**src/rtl/rotary_encoder_if.sv**
```systemverilog
// rotary_encoder_if: front-panel encoder lines and the read-and-clear register toward spi_Interface
interface rotary_encoder_if;
  logic       encoder_A;
  logic       encoder_B;
  logic       encoder_sw;
  logic       rotary_encoder_rd_stb;
  logic [7:0] rotary_encoder_reg;
  logic       sw_level;
  logic [15:0] test;
  modport master (
    output encoder_A, encoder_B, encoder_sw, rotary_encoder_rd_stb,
    input  rotary_encoder_reg, sw_level, test
  );
  modport slave (
    input  encoder_A, encoder_B, encoder_sw, rotary_encoder_rd_stb,
    output rotary_encoder_reg, sw_level, test
  );
endinterface

```
**src/rtl/rotary_encoder_decoder.sv**
```systemverilog
// rotary_encoder_decoder: synchronizes, debounces and quadrature-decodes a rotary encoder into a read-and-clear register
module rotary_encoder_decoder #(
  parameter int DEBOUNCE_CYCLES = 10000,
  parameter int DB_CNT_W        = 16
) (
  input logic clk,
  input logic reset,
  rotary_encoder_if.slave bus
);
  localparam logic [DB_CNT_W-1:0] DB_MAX = DB_CNT_W'(DEBOUNCE_CYCLES - 1);
  logic [2:0]          r_sync1, r_sync2, r_db, r_db_prev;
  logic [DB_CNT_W-1:0] r_cnt [3];
  logic [2:0]          r_acc;
  logic [6:0]          r_count;
  logic                r_flag, r_live;
  logic [1:0]          w_ab, w_ab_prev;
  logic                w_moved, w_illegal, w_cw, w_detent, w_up, w_dn, w_press, w_rd;
  logic [3:0]          w_sum, w_step;
  logic [6:0]          w_base, w_count_next;
  always_ff @(posedge clk) begin
    if (reset) begin
      r_sync1 <= 3'b111;
      r_sync2 <= 3'b111;
    end else begin
      r_sync1 <= {bus.encoder_A, bus.encoder_B, bus.encoder_sw};
      r_sync2 <= r_sync1;
    end
  end
  // The counter measures how long the synchronized level has disagreed with the accepted level.
  always_ff @(posedge clk) begin
    for (int k = 0; k < 3; k++) begin
      if (reset) begin
        r_db[k]  <= 1'b1;
        r_cnt[k] <= '0;
      end else if (r_sync2[k] == r_db[k]) begin
        r_cnt[k] <= '0;
      end else if (r_cnt[k] == DB_MAX) begin
        r_db[k]  <= r_sync2[k];
        r_cnt[k] <= '0;
      end else begin
        r_cnt[k] <= r_cnt[k] + DB_CNT_W'(1);
      end
    end
  end
  always_comb begin
    w_ab      = r_db[2:1];
    w_ab_prev = r_db_prev[2:1];
    w_moved   = w_ab != w_ab_prev;
    w_illegal = &(w_ab ^ w_ab_prev);
    w_cw      = w_ab == {~w_ab_prev[0], w_ab_prev[1]};
    w_sum     = {r_acc[2], r_acc} + (w_cw ? 4'h1 : 4'hF);
    w_step    = (w_sum == 4'hB) ? 4'hC : w_sum;
    w_detent  = w_moved & ~w_illegal & (w_ab == 2'b11);
    w_up      = w_detent & (w_step == 4'h4);
    w_dn      = w_detent & (w_step == 4'hC);
    w_press   = r_db_prev[0] & ~r_db[0];
    w_rd      = bus.rotary_encoder_rd_stb;
    w_base    = w_rd ? 7'h00 : r_count;
    w_count_next = (w_up && w_base != 7'h3F) ? w_base + 7'h01 :
                   (w_dn && w_base != 7'h40) ? w_base - 7'h01 : w_base;
  end
  always_ff @(posedge clk) begin
    if (reset) begin
      r_db_prev <= 3'b111;
      r_acc     <= 3'b000;
      r_count   <= 7'h00;
      r_flag    <= 1'b0;
      r_live    <= 1'b0;
    end else begin
      r_db_prev <= r_db;
      r_acc     <= !w_moved ? r_acc : (w_illegal | w_detent) ? 3'b000 : w_step[2:0];
      r_count   <= w_count_next;
      r_flag    <= w_press | (r_flag & ~w_rd);
      r_live    <= 1'b1;
    end
  end
  assign bus.rotary_encoder_reg = {r_flag, r_count};
  assign bus.sw_level           = ~r_db[0];
  assign bus.test               = r_live ? {r_acc, r_db, r_sync2[2:1], r_flag, r_count} : 16'h0000;
endmodule

```
**src/flat_wrapper.sv**
```systemverilog
// flat-port wrapper written by rule: the top's interface ports become plain ports
module rotary_encoder_decoder_flat 
#(
  parameter int DEBOUNCE_CYCLES = 10000,
  parameter int DB_CNT_W        = 16
)
  (clk, reset, bus_encoder_A, bus_encoder_B, bus_encoder_sw, bus_rotary_encoder_rd_stb, bus_rotary_encoder_reg, bus_sw_level, bus_test);
  rotary_encoder_if bus_i ();
  input logic clk;
  input logic reset;
  input wire logic [$bits(bus_i.encoder_A)-1:0] bus_encoder_A;
  input wire logic [$bits(bus_i.encoder_B)-1:0] bus_encoder_B;
  input wire logic [$bits(bus_i.encoder_sw)-1:0] bus_encoder_sw;
  input wire logic [$bits(bus_i.rotary_encoder_rd_stb)-1:0] bus_rotary_encoder_rd_stb;
  output wire logic [$bits(bus_i.rotary_encoder_reg)-1:0] bus_rotary_encoder_reg;
  output wire logic [$bits(bus_i.sw_level)-1:0] bus_sw_level;
  output wire logic [$bits(bus_i.test)-1:0] bus_test;
  assign bus_i.encoder_A = bus_encoder_A;
  assign bus_i.encoder_B = bus_encoder_B;
  assign bus_i.encoder_sw = bus_encoder_sw;
  assign bus_i.rotary_encoder_rd_stb = bus_rotary_encoder_rd_stb;
  assign bus_rotary_encoder_reg = bus_i.rotary_encoder_reg;
  assign bus_sw_level = bus_i.sw_level;
  assign bus_test = bus_i.test;
  rotary_encoder_decoder #(.DEBOUNCE_CYCLES(DEBOUNCE_CYCLES), .DB_CNT_W(DB_CNT_W)) u_core (.clk(clk), .reset(reset), .bus(bus_i));
endmodule
```
**config.mk**
```make
export PLATFORM = sky130hd
export DESIGN_NAME = rotary_encoder_decoder_flat
export DESIGN_NICKNAME = d
export VERILOG_FILES = /design/src/rtl/rotary_encoder_if.sv /design/src/rtl/rotary_encoder_decoder.sv /design/src/flat_wrapper.sv
export SDC_FILE = /design/constraint.sdc
export NUM_CORES = 1
export LEC_CHECK = 0
export BUFFER_PORTS_ARGS = -buffer_cell sky130_fd_sc_hd__buf_2
export CAP_MARGIN = 20
export CORE_UTILIZATION = 56
export CTS_BUF_LIST = sky130_fd_sc_hd__clkbuf_4 sky130_fd_sc_hd__clkbuf_8
export DETAILED_ROUTE_END_ITERATION = 10
export MAX_ROUTING_LAYER = met4
export PLACE_DENSITY = 0.8
export SLEW_MARGIN = 15
export SYNTH_ARGS = -nofsm -noshare
export SYNTH_HDL_FRONTEND = slang
export SYNTH_SLANG_ARGS = --single-unit
export TNS_END_PERCENT = 5
```
**constraint.sdc**
```tcl
create_clock -name clk -period 2.3 [get_ports clk]
set_input_delay 0.46 -clock clk [delete_from_list [all_inputs] [get_ports clk]]
set_output_delay 0.46 -clock clk [all_outputs]
set_load 0.05 [all_outputs]
```
==> results of run 1 <==
-- final timing paths --
path / to / start / cells after the start / slack (ns)
worst max-delay path: u_core.r_count[5]$_SDFF_PP0_ / u_core.r_db_prev[1]$_SDFF_PP1_ / 10 / -0.26
worst max register to register: u_core.r_count[5]$_SDFF_PP0_ / u_core.r_db_prev[1]$_SDFF_PP1_ / 10 / -0.26
worst min register to register: u_core.r_sync2[0]$_SDFF_PP1_ / u_core.r_sync1[0]$_SDFF_PP1_ / 1 / 0.41
worst min-delay path: u_core.r_sync1[0]$_SDFF_PP1_ / bus_encoder_sw / 2 / 0.29
-- Yosys cell counts, types with 2 or more instances --
master | n | area (um^2)
nor2_1 | 72 | 270
edfxtp_1 | 48 | 1440
xnor2_1 | 25 | 219
dfxtp_1 | 24 | 480
nand2_1 | 24 | 90.1
xor2_1 | 24 | 210
nand3_1 | 18 | 90.1
and2_1 | 17 | 106
inv_1 | 16 | 60.1
nand4_1 | 16 | 100
and3_1 | 12 | 75.1
ha_1 | 11 | 138
buf_2 | 9 | 45.0
or2_2 | 8 | 50.1
o21ai_0 | 7 | 35.0
or3_1 | 7 | 43.8
nor3_1 | 6 | 30.0
a21oi_1 | 5 | 25.0
a31oi_1 | 4 | 25.0
clkbuf_1 | 4 | 15.0
nor2b_1 | 4 | 25.0
nor4_1 | 4 | 25.0
a21o_1 | 3 | 22.5
mux2i_1 | 3 | 30.0
nand2b_1 | 3 | 18.8
nor4b_1 | 3 | 26.3
o211ai_1 | 3 | 22.5
buf_4 | 2 | 15.0
mux2_1 | 2 | 22.5
o21ai_1 | 2 | 10.0
-- power groups by stage --
stage	Combinational (mW)	Sequential [mW]	Clock, mW
global placement	0.119	1.49	0
detailed placement	0.120	1.49	0
global route	0.139	1.47	1.07
finish	0.123	1.46	0.995
CTS	0.121	1.46	1.02
floorplan	0.0968	1.48	0
-- final cells by class --
| type | count | area (um^2) | share of cell area (%) |
|---|---|---|---|
| multi-input cells | 349 | 2170 | 44.4 |
| flip-flops and latches | 72 | 1930 | 39.4 |
| repair buffers | 65 | 417 | 8.51 |
| clock buffers | 9 | 124 | 2.53 |
| well taps | 96 | 120 | 2.45 |
| clock inverters | 7 | 71.3 | 1.46 |
| inverters | 16 | 60.1 | 1.23 |
-- registers in the layout (all words and copies together), names as in the netlist --
signal and count:
u_core.r_acc 3, u_core.r_cnt 48, u_core.r_count 7, u_core.r_db 3, u_core.r_db_prev 3, u_core.r_flag 1
u_core.r_live 1, u_core.r_sync1 3, u_core.r_sync2 3
-- per-layer routing --
layer / vias to the layer above / track usage (%)
li1: 1570 / -
met1: 1414 / 28.2
met2: 45 / 39.0
met3: 17 / 3.56
met4: 0 / 10.3
met5: - / -
-- kinds of logic (layout without fill, tap and decap cells) --
family          after synthesis  count (layout)
simple gates                201             201
flops                        72              72
xor+xnor                     49              49
compound gates               34              34
buf+inv                      31              97
fa+ha+maj                    12              12
mux                           5               5
other cells                   1              48
-- what timing repair did --
| item | CTS | global route |
|---|---|---|
| buffers inserted | 2 | 6 |
| endpoints found under the setup margin | 7 | 9 |
| gates resized for setup | 4 | 16 |
| gates cloned | 0 | 0 |
| pin swaps | 7 | 16 |
==> metrics.md, run 1 <==
| Metric | Value |
|---|---|
| Status | finished with violations |
| Failing checks | negative setup slack |
| Adder-cell share of the synthesized area | 3.99% |
| Nets | 531 |
| Layout fillers | roughly 510 |
| Largest net degree at the start of global routing | 25 |
| Synthesized area per cell | 9.76 um^2 |
| CP required | 2.59 ns |
| Post-synthesis xor/xnor area fraction | a little over a tenth |
| RSZ-0062 raised after global routing | yes |
| Pwr per Cell Area | roughly 530 nW/um^2 |
| Met2 routed WL | between 3000 and 4000 um |
| Setup crit start kind | flop |
| Hold Fails Final Rpt | 0 |
| Crit. End Element | flop |
| Vias in the first global route | 3007 |
| Slowest stage delay, CP | 0.49 ns |
| Leak | a little under 2 nW |
| Vias per cell | a little under 5 |
| Power Internal | 1.96 mW |
| Initial Util | between 50% and 60% |
| NetSw | between 600 and 700 uW |
| Number of DRC markers in iteration 0 | 97 |
| Commonest non-fill, non-tap cell in the layout | nor2_1 |
| Synth-to-layout area growth | 23.9% |
| Worst-skew pair later-pin latency | between 0.3 and 0.4 ns |
| Pre-CTS setup slack | -0.263 ns |
| Die ar. | approximately 7400 um^2 |
| Global-route wire length before repair | 13100 um |
| Max-cap violations | 0 |
| Period utilization | 111% |
| Placement Cell Area | between 4000 and 5000 um^2 |
| Die width | ~86 um |
| Row cnt | 30 |
| Synth Area in Compound Gates | 5.86% |
| Final core occ | between 70 and 80% |
| Crit path arrival time | approximately 2.9 ns |
| Hpwl dp | about 5400 um |
| Die Y | approximately 86 um |
| Post-synth EDFFs | 48 |
| VDD IR max | 455 uV |
| Most frequent cells in the layout | nor2_1 (71), edfxtp_1 (48), conb_1 (48) |
| Worst setup path category | reg -> reg |
| CP delay by family, top | simple AND/OR/NAND/NOR gates |
| Flop pwr share | between 50% and 60% |
| First-pass detailed-route iteration total | 4 |
| Clk sink count | roughly 70 |
| DRC Markers | 0 |
| Synth Register Bits | 72 |
| Worst-Margin Slew | 0.523 ns |
| Cell area after layout | roughly 4900 um^2 |
| Max Clock Freq | 0.390 GHz |
| Final worst path period need | around 2.6 ns |
| Initial antenna violation count | 0 |
| Finish-stage setup viols | 6 |
| Highest routed layer | met4 |
| Post-synthesis cell type count | 49 |
| CTS Buf Count | 9 |
| Core box area | ~6800 um^2 |
| Layout cell share with drive strength beyond 1 | between 20% and 30% |
| Critical Path, Cell by Cell | xor2_4 -> nand2_2 -> fa_2 -> nor2b_4 -> nand3_2 -> nor4_4 -> buf_4 -> nand4_1 -> o32a_1 -> a21oi_2 |
| Max-slew headroom | 64.8% |
| Aggregate routed wire length | between 7000 and 8000 um |
| Non-filler instance count after layout | 614 |
| Setup ws final | -0.261 ns |
| Worst path slowest cell | fa_2 |
| Crit path max fanout | 3 |
| Post-DRT Antenna Nets | 0 |
| DR WL/cell | roughly 13 um |
| Worst-path clk slew | roughly 0.080 ns |
| Synth Flop Type | edfxtp_1 |
| Async SR Flop Fraction | 0% |
| Gate Count Post-Synth | roughly 400 |
| # diodes | 0 |
| Total power | 2.58 mW |
| Root Buffer | clkbuf_8 |
| H-Tree Depth | 3 |
| I/O pin count | 31 |
| CTS tree | built |
| Crit path buffers/inverters | 1 |
| PortBufs | 30 |
| GRT overflow | 0 |
| Hold WC Path Type | in -> reg |
| Sequential cell area fraction in the yosys report | about half |
| Switching fraction of total power | 23.9% |
| Gpl congestion | 0.891 |
| Vias | 3046 |
| Fin Setup TNS | -1.29 ns |
| WL met3 | ~200 um |
| WHS | between 0.2 and 0.3 ns |
| Mux share of post-synthesis cell area | around 1.3% |
| Clk buf depth | 2 |
| Yosys synthesis warning count | 0 |
| Post-synthesis simple-gate area fraction | between 20% and 30% |
| Global Route Usage Sum | 23.4% |
| Largest family of logic cells by synthesized area | simple AND/OR/NAND/NOR gates |
| Logic pwr share | roughly 4.8% |
| Worst Skew | around 0.0071 ns |
| Final max-slew violation count | 0 |
| Mapped cell area | about 4000 um^2 |
| Dpl cells | 590 |
| Routed met1 length | 3510 um |
| CTS Hold Buffers Added | 0 |
| Clk pwr share | roughly two fifths |
No activity file was read; power rests on OpenSTA's default activity.
==> inputs of run 2 (changes only) <==
- REMOVE_ABC_BUFFERS: unset -> 1
==> run 2 against run 1 <==
  * The flow still finishes with violations (negative setup slack)
  * Non-clock buffer count shrank 6
  * Die area is the same
  * Routed wire length shrank 5.7%
  * Largest power group unchanged
  * Critical path depth is the same
  * Maximum frequency grew 0.79%
  * Largest cell class unchanged
  * Hold slack gained 0.00074 ns
  * Combinational power is essentially flat
  * Worst setup slack gained 0.020 ns
  * Clock skew grew 0.0035 ns
  * Final area shrank 1.9%
  * Critical endpoint unchanged
  * Utilization shrank 1.4 points
  * Critical path type unchanged
==> metrics.md, run 2 (synthesis results as in run 1) <==
| Metric | Value |
|---|---|
| Status | finished with violations |
| Failing checks | negative setup slack |
| Finish-stage setup viols | 6 |
| Hpwl dp | roughly 5400 um |
| Root Buffer | clkbuf_8 |
| Largest net degree at the start of global routing | 25 |
| Crit path max fanout | 3 |
| CTS Hold Buffers Added | 0 |
| DR WL/cell | ~12 um |
| Post-DRT Antenna Nets | 0 |
| Final worst path period need | roughly 2.5 ns |
| Die width | 86 um |
| Crit path arrival time | approximately 2.8 ns |
| First-pass detailed-route iteration total | 4 |
| CTS tree | built |
| # diodes | 0 |
| Gpl congestion | 0.908 |
| Number of DRC markers in iteration 0 | between 100 and 150 |
| Most frequent cells in the layout | nor2_1 (71), edfxtp_1 (48), conb_1 (48) |
| Nets | 525 |
| Worst setup path category | reg -> reg |
| Layout cell share with drive strength beyond 1 | 19.3% |
| Pwr per Cell Area | around 540 nW/um^2 |
| Placement Cell Area | roughly 4500 um^2 |
| I/O pin count | 31 |
| Worst-path clk slew | ~0.080 ns |
| Dpl cells | about 600 |
| Cell area after layout | about 4800 um^2 |
| Clk buf depth | 2 |
| Most flop-heavy register | u_core.r_cnt |
| Die Y | around 86 um |
| Core box area | between 6000 and 7000 um^2 |
| Crit. End Element | flop |
| Row cnt | 30 |
| Synth-to-layout area growth | 21.6% |
| CP required | approximately 2.6 ns |
| Max Clock Freq | 0.394 GHz |
| Max FFs per register | between 40 and 50 |
| GRT overflow | 0 |
| Clk sink count | 72 |
| Commonest non-fill, non-tap cell in the layout | nor2_1 |
| Non-filler instance count after layout | 608 |
| Pre-CTS setup slack | -0.312 ns |
| Global-route wire length before repair | between 10000 and 15000 um |
| Max-cap violations | 0 |
| Die ar. | about 7400 um^2 |
| Aggregate routed wire length | 7410 um |
| Leak | slightly below 2 nW |
| Vias | approximately 3000 |
| Setup ws final | -0.241 ns |
| Global Route Usage Sum | between 20% and 30% |
| Initial antenna violation count | 0 |
| VDD IR max | 382 uV |
| Hold depth | 2 |
| Worst Skew | between 0.01 and 0.015 ns |
| RSZ-0062 raised after global routing | yes |
| CTS Buf Count | 9 |
| Hold Fails Final Rpt | 0 |
| Worst r2r path cells | 10 |
| Period utilization | 110% |
| Final core occ | 70.7% |
| Vias in the first global route | 2878 |
| Vias per cell | 4.95 |
| Worst-skew pair later-pin latency | between 0.3 and 0.4 ns |
| Final max-slew violation count | 0 |
| DRC Markers | 0 |
| Total power | 2.61 mW |
| Layout fillers | 513 |
| Initial Util | about three fifths |
| PortBufs | 30 |
| H-Tree Depth | 3 |
| Setup crit start kind | flop |
| Hold WC Path Type | in -> reg |
| Top Registers | u_core.r_cnt x48, u_core.r_count x7 |
run 2: cell count changes in the layout (fill, tap and decap cells not counted), moves of 2 or more:
cell and change:
buf_4 -6, clkinv_4 +2, clkinvlp_4 -2, dfxtp_2 +2, dfxtp_4 -2, xor2_1 +2
run 2: area by class of cell:
cell class | count | area [um^2] | area share [%]
multi-input combinational | 349 | 2120 | 44.0
inverter | 16 | 60.1 | 1.25
timing repair buffer | 59 | 380 | 7.92
sequential | 72 | 1930 | 40.1
clock inverter | 7 | 78.8 | 1.64
tap | 96 | 120 | 2.50
clock buffer | 9 | 124 | 2.58
run 2: critical path, stage by stage (launching register included):
cell and delay, ns:
dfxtp_2 0.34, xnor2_2 0.15, nand2_1 0.11, fa_1 0.50, nor2b_2 0.22, nand3_2 0.13
nor4_4 0.28, buf_4 0.18, nand4_1 0.12, o32a_1 0.33, a21oi_2 0.13
run 2: routing by layer:
layer	vias up	routed length (um)	GRT usage (%)
met5	-	0	-
met4	0	166	11.2
met3	13	210	4.14
met2	47	3540	35.1
met1	1382	3490	28.0
li1	1568	-	-
run 2: power breakdown:
| group | switching, mW | leakage [nW] | internal (mW) |
|---|---|---|---|
| combinational | 0.0761 | 1.15 | 0.0461 |
| clock | 0.510 | 0.104 | 0.512 |
| sequential | 0.0429 | 0.689 | 1.42 |
run 2: stage by stage:
stage,setup TNS [ns],hold slack [ns]
after floorplan,-0.605,0.389
after global placement,-0.650,0.392
after detailed placement,-1.48,0.395
after CTS,-0.854,0.279
after global routing,-1.97,0.277
final,-1.12,0.292
run 2: final timing paths:
check	end	from	slack, ns
setup / recovery	u_core.r_count[5]$_SDFF_PP0_	u_core.r_db[1]$_SDFFE_PP1P_	-0.24
hold / removal	u_core.r_sync1[0]$_SDFF_PP1_	bus_encoder_sw	0.29
setup reg to reg	u_core.r_count[5]$_SDFF_PP0_	u_core.r_db[1]$_SDFFE_PP1P_	-0.24
hold reg to reg	u_core.r_sync2[1]$_SDFF_PP1_	u_core.r_sync1[1]$_SDFF_PP1_	0.41
run 2: repair_timing:
action / in CTS / in global routing
pin swaps: 4 / 4
resized for setup: 5 / 7
setup endpoints to repair: 7 / 8
hold endpoints to repair: 0 / 0
setup buffers: 1 / 0
==> inputs of run 3 (changes only) <==
- ABC_AREA: unset -> 1
- CORE_UTILIZATION: 56 -> 57
- PLACE_DENSITY: 0.8 -> 0.81
==> run 3 against run 2 <==
  * The flow now finishes without violations
  * Synthesized cell count is 26% higher
  * Maximum frequency is 16% higher
  * Hold slack better by 0.025 ns
  * Clock-buffer cell count stayed put
  * Critical endpoint is now u_core.r_count[0]$_SDFF_PP0_
  * Largest cell class unchanged
  * Highest routed layer unchanged
==> metrics.md, run 3 <==
| Metric | Value |
|---|---|
| Status | finished, final reports clean |
| Final core occ | a little over two thirds |
| First-pass detailed-route iteration total | 4 |
| Max-slew headroom | approximately 54% |
| I/O pin count | 31 |
| Fin Setup TNS | 0 ns |
| Leak | 2.29 nW |
| Placement Cell Area | between 4000 and 5000 um^2 |
| Hold Fails Final Rpt | 0 |
| Commonest non-fill, non-tap cell in the layout | nand2_1 |
| Final worst path period need | between 2 and 2.5 ns |
| Worst-Margin Slew | between 0.6 and 0.7 ns |
| PortBufs | 30 |
| Most frequent cell after synthesis | nand2_1 |
| Top Registers | u_core.r_cnt x48, u_core.r_count x7 |
| Total power | about 3 mW |
| Worst R2R End | u_core.r_count[0]$_SDFF_PP0_ |
| Switching fraction of total power | between 20% and 30% |
| # diodes | 0 |
| Top post-synthesis cells by area | edfxtp_1 (35%), dfxtp_1 (12%), nand2_1 (9.0%) |
| Hold depth | 2 |
| VDD IR max | ~470 uV |
| DR WL/cell | between 10 and 15 um |
| Final max-slew violation count | 0 |
| Yosys synthesis warning count | 0 |
| Synthesized area per cell | 8.19 um^2 |
| Mapped cell area | ~4200 um^2 |
| Hpwl dp | roughly 5700 um |
| GRT overflow | 0 |
| Reg2reg start | u_core.r_db[1]$_SDFFE_PP1P_ |
| Core box area | ~7000 um^2 |
| Die width | 87.6 um |
| Worst setup path category | reg -> reg |
| Die Y | 87.6 um |
| Worst Skew | between 0.007 and 0.008 ns |
| Hold Path Sink | u_core.r_sync1[2]$_SDFF_PP1_ |
| Clk sink count | 72 |
| H-Tree Depth | 3 |
| Initial Util | 60.1% |
| Pwr per Cell Area | between 500 and 600 nW/um^2 |
| Vias per cell | 5.04 |
| CP required | approximately 2.5 ns |
| Crit. End Element | flop |
| Die ar. | roughly 7700 um^2 |
| Max Clock Freq | about 0.45 GHz |
| Global Route Usage Sum | roughly 23% |
| Largest net degree at the start of global routing | 17 |
| Worst-skew pair later-pin latency | roughly 0.34 ns |
| Global-route wire length before repair | between 10000 and 15000 um |
| Reg-to-reg slack, setup | slightly above 0.1 ns |
| Crit path arrival time | ~2.4 ns |
| Row cnt | 30 |
| Non-filler instance count after layout | 693 |
| Hold WC Path Type | in -> reg |
| Root Buffer | clkbuf_8 |
| Cell area after layout | around 5000 um^2 |
| Number of DRC markers in iteration 0 | around 160 |
| Gate Count Post-Synth | 510 |
| Clk buf depth | 2 |
| Period utilization | a little over nine tenths |
| Max FFs per register | 48 |
| Nets | 610 |
| Power Internal | between 2 and 2.5 mW |
| Gpl congestion | between 0.8 and 0.9 |
| NetSw | 624 uW |
| Post-DRT Antenna Nets | 0 |
| Synth Flop Type | edfxtp_1 |
| Synth Register Bits | 72 |
| Logic pwr share | between 4 and 5% |
| Crit path max fanout | 7 |
| Max-cap violations | 0 |
| Worst r2r path cells | 13 |
| Post-synthesis cell type count | ~40 |
| Vias in the first global route | ~3200 |
| Async SR Flop Fraction | 0% |
| Setup crit start kind | flop |
| Worst-path clk slew | around 0.080 ns |
| Area leader, netlist | edfxtp_1 |
| Finish-stage setup viols | 0 |
| Most frequent cells in the layout | nand2_1 (99), inv_1 (75), nor2_1 (49) |
| Most flop-heavy register | u_core.r_cnt |
| Min-delay src | bus_encoder_A |
| Flop pwr share | between 50% and 60% |
| Initial antenna violation count | 0 |
| CTS tree | built |
| DRC Markers | 0 |
| Dpl cells | approximately 680 |
| Synth-to-layout area growth | 17.1% |
| Sequential cell area fraction in the yosys report | between 40% and 50% |
| Vias | between 3000 and 4000 |
| CTS Buf Count | 9 |
| Aggregate routed wire length | around 8000 um |
| Post-synth top area share | 34.5% |
| Post-synth EDFFs | 48 |
| Synth cell count leaders | nand2_1 (100), inv_1 (75), nor2_1 (49), edfxtp_1 (48), a21oi_1 (38) |
| Clk pwr share | about 45% |
| Layout cell share with drive strength beyond 1 | approximately 17% |
-- run 3: cell types whose count changed after synthesis, moves of 11 or more --
| cell | before | now |
|---|---|---|
| nand2_1 | 24 | 100 |
| nor3_1 | 6 | 18 |
| xnor2_1 | 25 | 4 |
| xor2_1 | 24 | 11 |
| nor2_1 | 72 | 49 |
| a21oi_1 | 5 | 38 |
| nand3_1 | 18 | 29 |
| and3_1 | 12 | 1 |
| inv_1 | 16 | 75 |
| and2_1 | 17 | 1 |
-- run 3: worst max path at each step --
| stage | end | from | slack (ns) |
|---|---|---|---|
| after floorplan | u_core.r_count[4]$_SDFF_PP0_ | u_core.r_db[2]$_SDFFE_PP1P_ | 0.24 |
| after global placement | u_core.r_count[4]$_SDFF_PP0_ | u_core.r_db_prev[1]$_SDFF_PP1_ | 0.22 |
| after detailed placement | u_core.r_count[3]$_SDFF_PP0_ | u_core.r_db_prev[2]$_SDFF_PP1_ | 0.1 |
| after CTS | u_core.r_count[3]$_SDFF_PP0_ | u_core.r_db_prev[2]$_SDFF_PP1_ | 0.08 |
| after global routing | u_core.r_count[2]$_SDFF_PP0_ | u_core.r_db[1]$_SDFFE_PP1P_ | -0.03 |
| final | u_core.r_count[0]$_SDFF_PP0_ | u_core.r_db[1]$_SDFFE_PP1P_ | 0.10 |
-- run 3: worst max-delay path, stage by stage (launching register included) --
cell and delay (ns):
dfxtp_1 0.35, xnor2_2 0.20, nand2_2 0.12, fa_1 0.41
nand2_2 0.09, nand2_2 0.07, nor2_2 0.10, nand2_2 0.10
o21ai_4 0.12, nand2_2 0.11, inv_1 0.10, nand2_1 0.11
a21oi_1 0.15, nor2_1 0.06
-- run 3: logic make-up (layout without fill, tap and decap cells) --
| family | Yosys count | in the layout | share of synthesized area (%) |
|---|---|---|---|
| AND/OR/NAND/NOR | 255 | 255 | 29.2 |
| buffers and inverters | 91 | 131 | 9.02 |
| AO/OA/AOI/OAI | 64 | 64 | 8.69 |
| flip-flops | 72 | 72 | 46.0 |
| adder cells (fa/ha/maj) | 12 | 12 | 3.78 |
| XOR/XNOR | 15 | 15 | 3.15 |
| other | 1 | 48 | 0.0898 |
-- run 3: power by group through the flow --
| stage | combinational, mW | sequential, mW | clock (mW) |
|---|---|---|---|
| 3_5_place_dp | 0.128 | 1.49 | 0 |
| 6_report | 0.131 | 1.46 | 1.32 |
| 5_1_grt | 0.149 | 1.47 | 1.40 |
| 3_3_place_gp | 0.125 | 1.49 | 0 |
| 4_1_cts | 0.129 | 1.46 | 1.35 |
| 2_1_floorplan | 0.0960 | 1.48 | 0 |
-- run 3: repair_timing --
action	4_1_cts	5_1_grt
hold buffers	0	0
resized for setup	0	7
setup endpoints to repair	0	7
setup buffers	0	0
-- run 3: through the flow --
step | hold WS, ns | setup slack, ns
2_1_floorplan | 0.389 | 0.237
3_3_place_gp | 0.391 | 0.224
3_5_place_dp | 0.397 | 0.0983
4_1_cts | 0.310 | 0.0760
5_1_grt | 0.306 | -0.0276
6_report | 0.317 | 0.102
-- run 3: final cells by class --
type | count | area (um^2)
inverter | 79 | 299
clock buffer | 9 | 124
timing repair buffer | 36 | 195
clock inverter | 7 | 143
sequential | 72 | 1920
fill | 532 | 2050
tap | 96 | 120
multi-input combinational | 394 | 2090
-- run 3: per-layer routing --
metal,global-route usage (%),part of all wire [%]
met1,27.4,45
met2,36.3,49
met3,5.00,3.9
met4,9.69,1.8
met5,-,0
